`config.mk`:
```
export PLATFORM = sky130hd
export DESIGN_NAME = regfile_write_ctrl_flat
export DESIGN_NICKNAME = d
export VERILOG_FILES = /design/src/rtl/regfile_write_ctrl_pkg.sv /design/src/rtl/regfile_write_ctrl_if.sv /design/src/rtl/regfile_write_ctrl_rr_arb2.sv /design/src/rtl/regfile_write_ctrl.sv /design/src/flat_wrapper.sv
export SDC_FILE = /design/constraint.sdc
export NUM_CORES = 1
export LEC_CHECK = 0
export CAP_MARGIN = 10
export CORE_UTILIZATION = 30
export DETAILED_ROUTE_END_ITERATION = 8
export GPL_TIMING_DRIVEN = 0
export HOLD_SLACK_MARGIN = 0.12
export MAX_ROUTING_LAYER = met4
export PLACE_DENSITY = 0.64
export SLEW_MARGIN = 25
export SYNTH_ARGS = -nofsm -noshare
export SYNTH_HDL_FRONTEND = slang
export SYNTH_SLANG_ARGS = --single-unit
```
`constraint.sdc`:
```
create_clock -name clk -period 7.6 [get_ports clk]
set_input_delay 1.52 -clock clk [delete_from_list [all_inputs] [get_ports clk]]
set_output_delay 1.52 -clock clk [all_outputs]
set_load 0.05 [all_outputs]
```
`src/rtl/regfile_write_ctrl_pkg.sv`:
```
// regfile_pkg: shared widths, register-file constants and requester encoding.
package regfile_pkg;
    localparam int DW       = 32;
    localparam int AW       = 5;
    localparam int NREG     = 32;
    localparam int REG_ZERO = 0;

    typedef enum logic {
        REQ_ALU = 1'b0,
        REQ_LD  = 1'b1
    } req_e;

    function automatic logic [NREG-1:0] dec(input logic [AW-1:0] a);
        return NREG'(1) << a;
    endfunction
endpackage

```
`src/rtl/regfile_write_ctrl_if.sv`:
```
// regfile_write_ctrl_if: writeback requests, reservations, hazard query and register-file drive.
interface regfile_write_ctrl_if #(
    parameter int DW   = 32,
    parameter int AW   = 5,
    parameter int NREG = 32
);
    logic            alu_valid, alu_ready;
    logic [AW-1:0]   alu_addr;
    logic [DW-1:0]   alu_data;
    logic            ld_valid, ld_ready;
    logic [AW-1:0]   ld_addr;
    logic [DW-1:0]   ld_data;
    logic            rsv_valid;
    logic [AW-1:0]   rsv_addr;
    logic [AW-1:0]   rd_addr_1, rd_addr_2;
    logic            hazard;
    logic [NREG-1:0] busy_vec;
    logic [AW-1:0]   rf_write_addr;
    logic [DW-1:0]   rf_write_data;
    logic            rf_reg_write;

    modport master (
        output alu_valid, alu_addr, alu_data, ld_valid, ld_addr, ld_data,
               rsv_valid, rsv_addr, rd_addr_1, rd_addr_2,
        input  alu_ready, ld_ready, hazard, busy_vec, rf_write_addr, rf_write_data, rf_reg_write
    );
    modport slave (
        input  alu_valid, alu_addr, alu_data, ld_valid, ld_addr, ld_data,
               rsv_valid, rsv_addr, rd_addr_1, rd_addr_2,
        output alu_ready, ld_ready, hazard, busy_vec, rf_write_addr, rf_write_data, rf_reg_write
    );
endinterface

```
`src/rtl/regfile_write_ctrl_rr_arb2.sv`:
```
// rr_arb2: two-way round-robin arbiter; after a contested grant the pointer moves to the loser.
module rr_arb2
    import regfile_pkg::*;
(
    input  logic       clk,
    input  logic       reset,
    input  logic [1:0] req,
    input  logic       advance,
    output logic [1:0] gnt
);
    req_e ptr_q, ptr_d;

    always_comb begin
        gnt   = reset ? 2'b00 : (&req) ? (ptr_q == REQ_LD ? 2'b10 : 2'b01) : req;
        ptr_d = (advance && &req) ? (ptr_q == REQ_ALU ? REQ_LD : REQ_ALU) : ptr_q;
    end

    always_ff @(posedge clk or posedge reset) begin
        if (reset) ptr_q <= REQ_ALU;
        else       ptr_q <= ptr_d;
    end
endmodule

```
`src/rtl/regfile_write_ctrl.sv`:
```
// regfile_write_ctrl: arbitrates ALU/load writebacks into one registered RF write port
// and tracks pending destination registers for hazard detection.
module regfile_write_ctrl
    import regfile_pkg::*;
#(
    parameter int DW = regfile_pkg::DW,
    parameter int AW = regfile_pkg::AW
) (
    input logic               clk,
    input logic               reset,
    regfile_write_ctrl_if.slave bus
);
    logic [1:0]      req, gnt;
    logic [AW-1:0]   w_addr, rf_write_addr_q, rf_write_addr_d;
    logic [DW-1:0]   w_data, rf_write_data_q, rf_write_data_d;
    logic            rf_reg_write_q, rf_reg_write_d;
    logic [NREG-1:0] busy_q, busy_d, set_vec, clr_vec;

    assign req = {bus.ld_valid, bus.alu_valid};

    rr_arb2 u_arb (
        .clk     (clk),
        .reset   (reset),
        .req     (req),
        .advance (|gnt),
        .gnt     (gnt)
    );

    // Busy bits clear on the commit edge (rf_reg_write_q high), a reservation on that edge wins.
    always_comb begin
        w_addr          = gnt[REQ_LD] ? bus.ld_addr : bus.alu_addr;
        w_data          = gnt[REQ_LD] ? bus.ld_data : bus.alu_data;
        rf_write_addr_d = (|gnt) ? w_addr : rf_write_addr_q;
        rf_write_data_d = (|gnt) ? w_data : rf_write_data_q;
        rf_reg_write_d  = (|gnt) && w_addr != AW'(REG_ZERO);
        set_vec         = (bus.rsv_valid && bus.rsv_addr != AW'(REG_ZERO)) ? dec(bus.rsv_addr) : '0;
        clr_vec         = rf_reg_write_q ? dec(rf_write_addr_q) : '0;
        busy_d          = ((busy_q & ~clr_vec) | set_vec) & ~NREG'(1);
    end

    always_ff @(posedge clk or posedge reset) begin
        if (reset) begin
            rf_write_addr_q <= '0;
            rf_write_data_q <= '0;
            rf_reg_write_q  <= 1'b0;
            busy_q          <= '0;
        end else begin
            rf_write_addr_q <= rf_write_addr_d;
            rf_write_data_q <= rf_write_data_d;
            rf_reg_write_q  <= rf_reg_write_d;
            busy_q          <= busy_d;
        end
    end

    assign bus.alu_ready     = gnt[REQ_ALU];
    assign bus.ld_ready      = gnt[REQ_LD];
    assign bus.rf_write_addr = rf_write_addr_q;
    assign bus.rf_write_data = rf_write_data_q;
    assign bus.rf_reg_write  = rf_reg_write_q;
    assign bus.busy_vec      = busy_q;
    assign bus.hazard        = (bus.rd_addr_1 != AW'(REG_ZERO) && busy_q[bus.rd_addr_1]) ||
                               (bus.rd_addr_2 != AW'(REG_ZERO) && busy_q[bus.rd_addr_2]);
endmodule

```
`src/flat_wrapper.sv`:
```
// flat-port wrapper written by rule: the top's interface ports become plain ports
module regfile_write_ctrl_flat import regfile_pkg::*;
#(
    parameter int DW = regfile_pkg::DW,
    parameter int AW = regfile_pkg::AW
)
  (clk, reset, bus_alu_valid, bus_alu_addr, bus_alu_data, bus_ld_valid, bus_ld_addr, bus_ld_data, bus_rsv_valid, bus_rsv_addr, bus_rd_addr_1, bus_rd_addr_2, bus_alu_ready, bus_ld_ready, bus_hazard, bus_busy_vec, bus_rf_write_addr, bus_rf_write_data, bus_rf_reg_write);
  regfile_write_ctrl_if #(.DW(DW), .AW(AW)) bus_i ();
  input logic clk;
  input logic reset;
  input wire logic [$bits(bus_i.alu_valid)-1:0] bus_alu_valid;
  input wire logic [$bits(bus_i.alu_addr)-1:0] bus_alu_addr;
  input wire logic [$bits(bus_i.alu_data)-1:0] bus_alu_data;
  input wire logic [$bits(bus_i.ld_valid)-1:0] bus_ld_valid;
  input wire logic [$bits(bus_i.ld_addr)-1:0] bus_ld_addr;
  input wire logic [$bits(bus_i.ld_data)-1:0] bus_ld_data;
  input wire logic [$bits(bus_i.rsv_valid)-1:0] bus_rsv_valid;
  input wire logic [$bits(bus_i.rsv_addr)-1:0] bus_rsv_addr;
  input wire logic [$bits(bus_i.rd_addr_1)-1:0] bus_rd_addr_1;
  input wire logic [$bits(bus_i.rd_addr_2)-1:0] bus_rd_addr_2;
  output wire logic [$bits(bus_i.alu_ready)-1:0] bus_alu_ready;
  output wire logic [$bits(bus_i.ld_ready)-1:0] bus_ld_ready;
  output wire logic [$bits(bus_i.hazard)-1:0] bus_hazard;
  output wire logic [$bits(bus_i.busy_vec)-1:0] bus_busy_vec;
  output wire logic [$bits(bus_i.rf_write_addr)-1:0] bus_rf_write_addr;
  output wire logic [$bits(bus_i.rf_write_data)-1:0] bus_rf_write_data;
  output wire logic [$bits(bus_i.rf_reg_write)-1:0] bus_rf_reg_write;
  assign bus_i.alu_valid = bus_alu_valid;
  assign bus_i.alu_addr = bus_alu_addr;
  assign bus_i.alu_data = bus_alu_data;
  assign bus_i.ld_valid = bus_ld_valid;
  assign bus_i.ld_addr = bus_ld_addr;
  assign bus_i.ld_data = bus_ld_data;
  assign bus_i.rsv_valid = bus_rsv_valid;
  assign bus_i.rsv_addr = bus_rsv_addr;
  assign bus_i.rd_addr_1 = bus_rd_addr_1;
  assign bus_i.rd_addr_2 = bus_rd_addr_2;
  assign bus_alu_ready = bus_i.alu_ready;
  assign bus_ld_ready = bus_i.ld_ready;
  assign bus_hazard = bus_i.hazard;
  assign bus_busy_vec = bus_i.busy_vec;
  assign bus_rf_write_addr = bus_i.rf_write_addr;
  assign bus_rf_write_data = bus_i.rf_write_data;
  assign bus_rf_reg_write = bus_i.rf_reg_write;
  regfile_write_ctrl #(.DW(DW), .AW(AW)) u_core (.clk(clk), .reset(reset), .bus(bus_i));
endmodule
```
Word-level counts from Yosys, hierarchy flattened
Index checks and enable logic that the tools add are counted.
- register bits: 70
- output and inout bits: 73
- input port bits: 94
- word-level logic and storage cells: 36
- reductions and logical operators: 12
- bitwise operators: 3
- mux-type cells: 12
- shift operators: 2
- order comparisons: 2
- operator list (cell ; count):
    $mux 32 ; 3
    $shl 1x5->32 const A ; 2
    $and 32x32->32 ; 1
    $not 32->32 ; 1
    $or 32x32->32 ; 1
    $reduce_bool 5->1 ; 4
    $lt 5x6->1 const B ; 2
    $bmux 1 s5 ; 2
    $mux 2 ; 3
    $logic_and 1x1->1 ; 5
    $mux 5 ; 1
    $mux 1 ; 3
    $reduce_and 2->1 ; 1
    $reduce_or 2->1 ; 1
    $logic_or 1x1->1 ; 1

Logic depth before layout (Yosys ltp)
Gate-level depths: netlist of the first run.
- depth in word-level cells: 6
- depth in mapped cells: 6
- depth with buffers taken out: 5

By module
From an unflattened synthesis of the first run, not the netlist that was laid out.
- cells, all modules: 357
- area, all modules: 3693.5 um^2
- by module, submodules not included (module ; sequential area each (um^2) ; instances ; cells an instance ; area an instance (um^2)):
    regfile_write_ctrl ; 1726.7 ; 1 ; 350 ; 3629.7
    rr_arb2 ; 25.0 ; 1 ; 7 ; 63.8

Worst setup path before layout of the first run
No wires, ideal clock.
- path kind: input -> output
- from: input port reset
- to: output port bus_alu_ready
- data required time: 6.080 ns
- arrival time: 4.169 ns
- setup slack: 1.911 ns
- path buffers: 2
- cell stages on the path: 4
- cell sequence: inv_1 and3_1 clkbuf_1 clkbuf_1
- longest elaborated chain between the ends: 1
- ends and longest elaborated chain (item ; line ; RTL):
    start: declaration ; flat_wrapper.sv:10 ; input logic reset;
    $mux 2 ; regfile_write_ctrl_rr_arb2.sv:14 ; gnt = reset ? 2'b00 : (&req) ? (ptr_q == REQ_LD ? 2'b10 : 2'b01) : req;
    end: declaration ; flat_wrapper.sv:21 ; output wire logic [$bits(bus_i.alu_ready)-1:0] bus_alu_ready;
Every way passes these cells.

Worst setup path in the final report of the first run
Same ends and word-level chain as after synthesis.

==> metrics, run 1 <==
run status finished clean; achievable clock frequency roughly 180 MHz; minimum clock period 5.61 ns; flop and latch count out of synthesis 70; grt met1 use roughly a quarter; met2 Track Usage GR around a third; drt wl/cell 18.8 um; row cnt 39; Slew headroom 63.1%; post-CTS repair timing setup buffer count 0; CTS max path bufs 2; first-pass GRT wire length 18900 um; DIE WIDTH 110 um; Total Routing Usage GR 21.4%; Clock Skew 0.00746 ns; FF+latch area between 0.0015 and 0.002 mm^2; final setup fails 0; Seq/Total Area, Yosys approximately 50%; Final Max Tran Viols 0; yosys warns 0; dpl ws 1.96 ns; PortBufs 162; Mapped Avg Cell Area 10.7 um^2; DRC Markers 0; largest net degree at the start of global routing between 40 and 50; met3 Use GR 4.82%; slew at the pin closest to its max-slew limit between 0.5 and 0.6 ns; CP Max Fanout 34; H-tree Lvls 3; GR Overflow Total 0; CTS buffer count 9; leak pwr 2.29 nW; Fillers about 1100; Clock transition at path regs 0.05 ns; GP Congestion just under 0.9; max-cap viol count 0; fraction of layout cells with a size suffix above 1 7.09%; post_cts resized 0; CTS tree built; Die H approximately 110 um; busiest grt layer met2; Hold Crit Class reg2reg; vias per inst 5.49; Final Hold Fails 0; Iteration-0 DRC Markers 298; Post-CTS Hold Buffers 0; clk root buf clkbuf_16; Setup crit start kind primary input; mapped cell area 0.00352 mm^2; Cell Pwr Density 341 mW/mm^2; core footprint 0.0114 mm^2; clk sinks 70; ANT nets after route 0; Overall Power 1.92 mW; vias in the first global route 3670; area of the multi-input gates ~0.0015 mm^2; Max VDD drop 0.000193 V; RSZ-0062 raised after global routing false; Starting Density 30.8%; initial antenna violation count 0; # diodes 0; nets 597; Post-synth EDFFs 0; routed wire length 12200 um; FFs w/ async S/R, synth 100%; DP HPWL roughly 9600 um; Mapped Nets 423; Top Ports 167; TNS Setup 0 ns; drt pass-1 iters 7; Layout area overhead 60.0%; CP Data Required Time between 6 and 7 ns; Main synth FF type dfrtp_1; fin area between 0.005 and 0.006 mm^2; CP Data Arrival Time 4.09 ns; final period utilization around three quarters; critical path class in2out; crit path capture type primary output; final worst slack 1.99 ns; Placement Cell Area 0.00534 mm^2; Gate Count Post-Synth approximately 330; die area 0.0122 mm^2; Skew-Pair Late Insertion Delay 0.33 ns; vias ~3600; synth unique cells 42
-- cell type report --
| type | count | area share (%) |
|---|---|---|
| buffer | 22 | 1.76 |
| clock inverter | 3 | 0.311 |
| sequential | 70 | 31.1 |
| inverter | 37 | 2.51 |
| clock buffer | 13 | 4.80 |
| tap | 143 | 3.18 |
| multi-input combinational | 200 | 27.2 |
| timing repair buffer | 163 | 29.2 |
-- cells in the final DEF, fill, tap and decap left out, types with 2 or more instances in the layout --
master / netlist / routed
buf_4: 2 / 2
or3_1: 2 / 2
inv_1: 37 / 36
a222oi_1: 32 / 32
clkbuf_8: 0 / 3
or3b_1: 2 / 2
a22oi_1: 4 / 4
nand3b_1: 10 / 10
nand4b_1: 2 / 2
nand2_1: 10 / 10
mux4_1: 2 / 2
clkinv_2: 0 / 2
mux4_2: 7 / 7
nor2b_1: 4 / 4
clkdlybuf4s50_1: 0 / 162
o21ai_0: 64 / 64
a221oi_1: 2 / 2
clkbuf_1: 18 / 19
or3b_2: 4 / 4
o21ai_1: 3 / 3
mux2i_1: 15 / 15
dfrtp_1: 70 / 70
and3_1: 2 / 2
nand3_1: 7 / 7
clkbuf_16: 0 / 9
nor2_1: 6 / 6
nand2b_1: 4 / 4
mux2_2: 2 / 2
-- flip-flops by register name, summed over array words and instances (netlist names) --
signal and cells:
u_core.bus.busy_vec 31, u_core.bus.rf_write_data 32, u_core.bus.rf_write_addr 5, u_core.u_arb.ptr_q 1, u_core.bus.rf_reg_write 1
-- power by group --
part / switching, mW / internal, mW / leakage (nW)
combinational: 0.579 / 0.341 / 1.35
sequential: 0.119 / 0.483 / 0.801
clock: 0.153 / 0.246 / 0.142
total: 0.850 / 1.07 / 2.29
-- Yosys cell counts, drive strengths merged (6+ instances only) --
cell type | count | area, um^2
or3b | 6 | 52.6
clkbuf | 18 | 67.6
nor2 | 6 | 22.5
nand3 | 7 | 35.0
nand2 | 10 | 37.5
nand3b | 10 | 75.1
mux4 | 9 | 210
o21ai | 67 | 335
mux2i | 15 | 150
a222oi | 32 | 320
inv | 37 | 139
dfrtp | 70 | 1750
-- path summary, 6_finish.rpt --
path,startpoint,endpoint,slack [ns],cells after the start
hold / removal,u_core.bus.rf_write_data[0],u_core.bus.rf_write_data[0],0.49,2
min in group asynchronous,reset,u_core.bus.rf_write_data[2],1.55,2
setup / recovery,reset,bus_alu_ready,1.99,6
setup reg to reg,u_core.u_arb.ptr_q,u_core.bus.rf_write_data[2],5.84,6
hold reg to reg,u_core.bus.rf_write_data[0],u_core.bus.rf_write_data[0],0.49,2
max in group asynchronous,reset,u_core.bus.rf_write_addr[4],5.50,3
-- metal layers --
layer | up-vias | share of wire [%]
met5 | - | 0
met4 | 0 | 2.0
met3 | 17 | 9.3
met2 | 216 | 48
met1 | 1724 | 41
li1 | 1615 | -
-- critical path: stages --
cell             delay [ns]
clkdlybuf4s50_1        0.44
inv_4                  0.33
and3_1                 0.22
clkbuf_1               0.25
clkbuf_1               0.41
clkdlybuf4s50_1        0.90
-- logic make-up (layout without fill, tap and decap cells) --
group	after synthesis	after routing	share of synthesized area, %
buffers and inverters	59	238	6.75
other	1	1	0.107
AOI/OAI and AO/OA	114	114	22.2
DFF	70	70	49.8
muxes	26	26	10.9
xor gates and xnor gates	1	1	0.249
and+or+nand+nor	58	58	10.0
-- through the flow --
| step | hold WS (ns) | util, % | cells |
|---|---|---|---|
| after floorplan | 0.458 | - | 329 |
| after global placement | 0.473 | 46.6 | 634 |
| final | 0.485 | 49.3 | 651 |
| after detailed placement | 0.476 | 46.8 | 635 |
| after CTS | 0.491 | 49.3 | 651 |
| after global routing | 0.508 | 49.3 | 651 |
Power figures use the tool's default switching activity.
==> inputs of run 2 (changes only) <==
- clock period: 7.6 -> 5.4 ns (I/O delays scaled with it)
==> results of run 2 <==
Same layout as run 1 (identical final DEF). Status: finished clean.
Main changes from that run: setup slack after placement 1.96 ns -> 0.636 ns; setup slack after layout 1.99 ns -> 0.665 ns; register-to-register setup slack 5.84 ns -> 3.64 ns; total power 1.92 mW -> 2.70 mW; worst IR drop on VDD 0.000193 V -> 0.000271 V
==> inputs of run 3 (changes only) <==
- SKIP_LAST_GASP: not set -> 1
==> results of run 3 <==
Same layout as run 1 (identical final DEF). Status: finished clean.
Main changes from that run: setup slack after placement 1.96 ns -> 0.636 ns; setup slack after layout 1.99 ns -> 0.665 ns; register-to-register setup slack 5.84 ns -> 3.64 ns; total power 1.92 mW -> 2.70 mW; worst IR drop on VDD 0.000193 V -> 0.000271 V
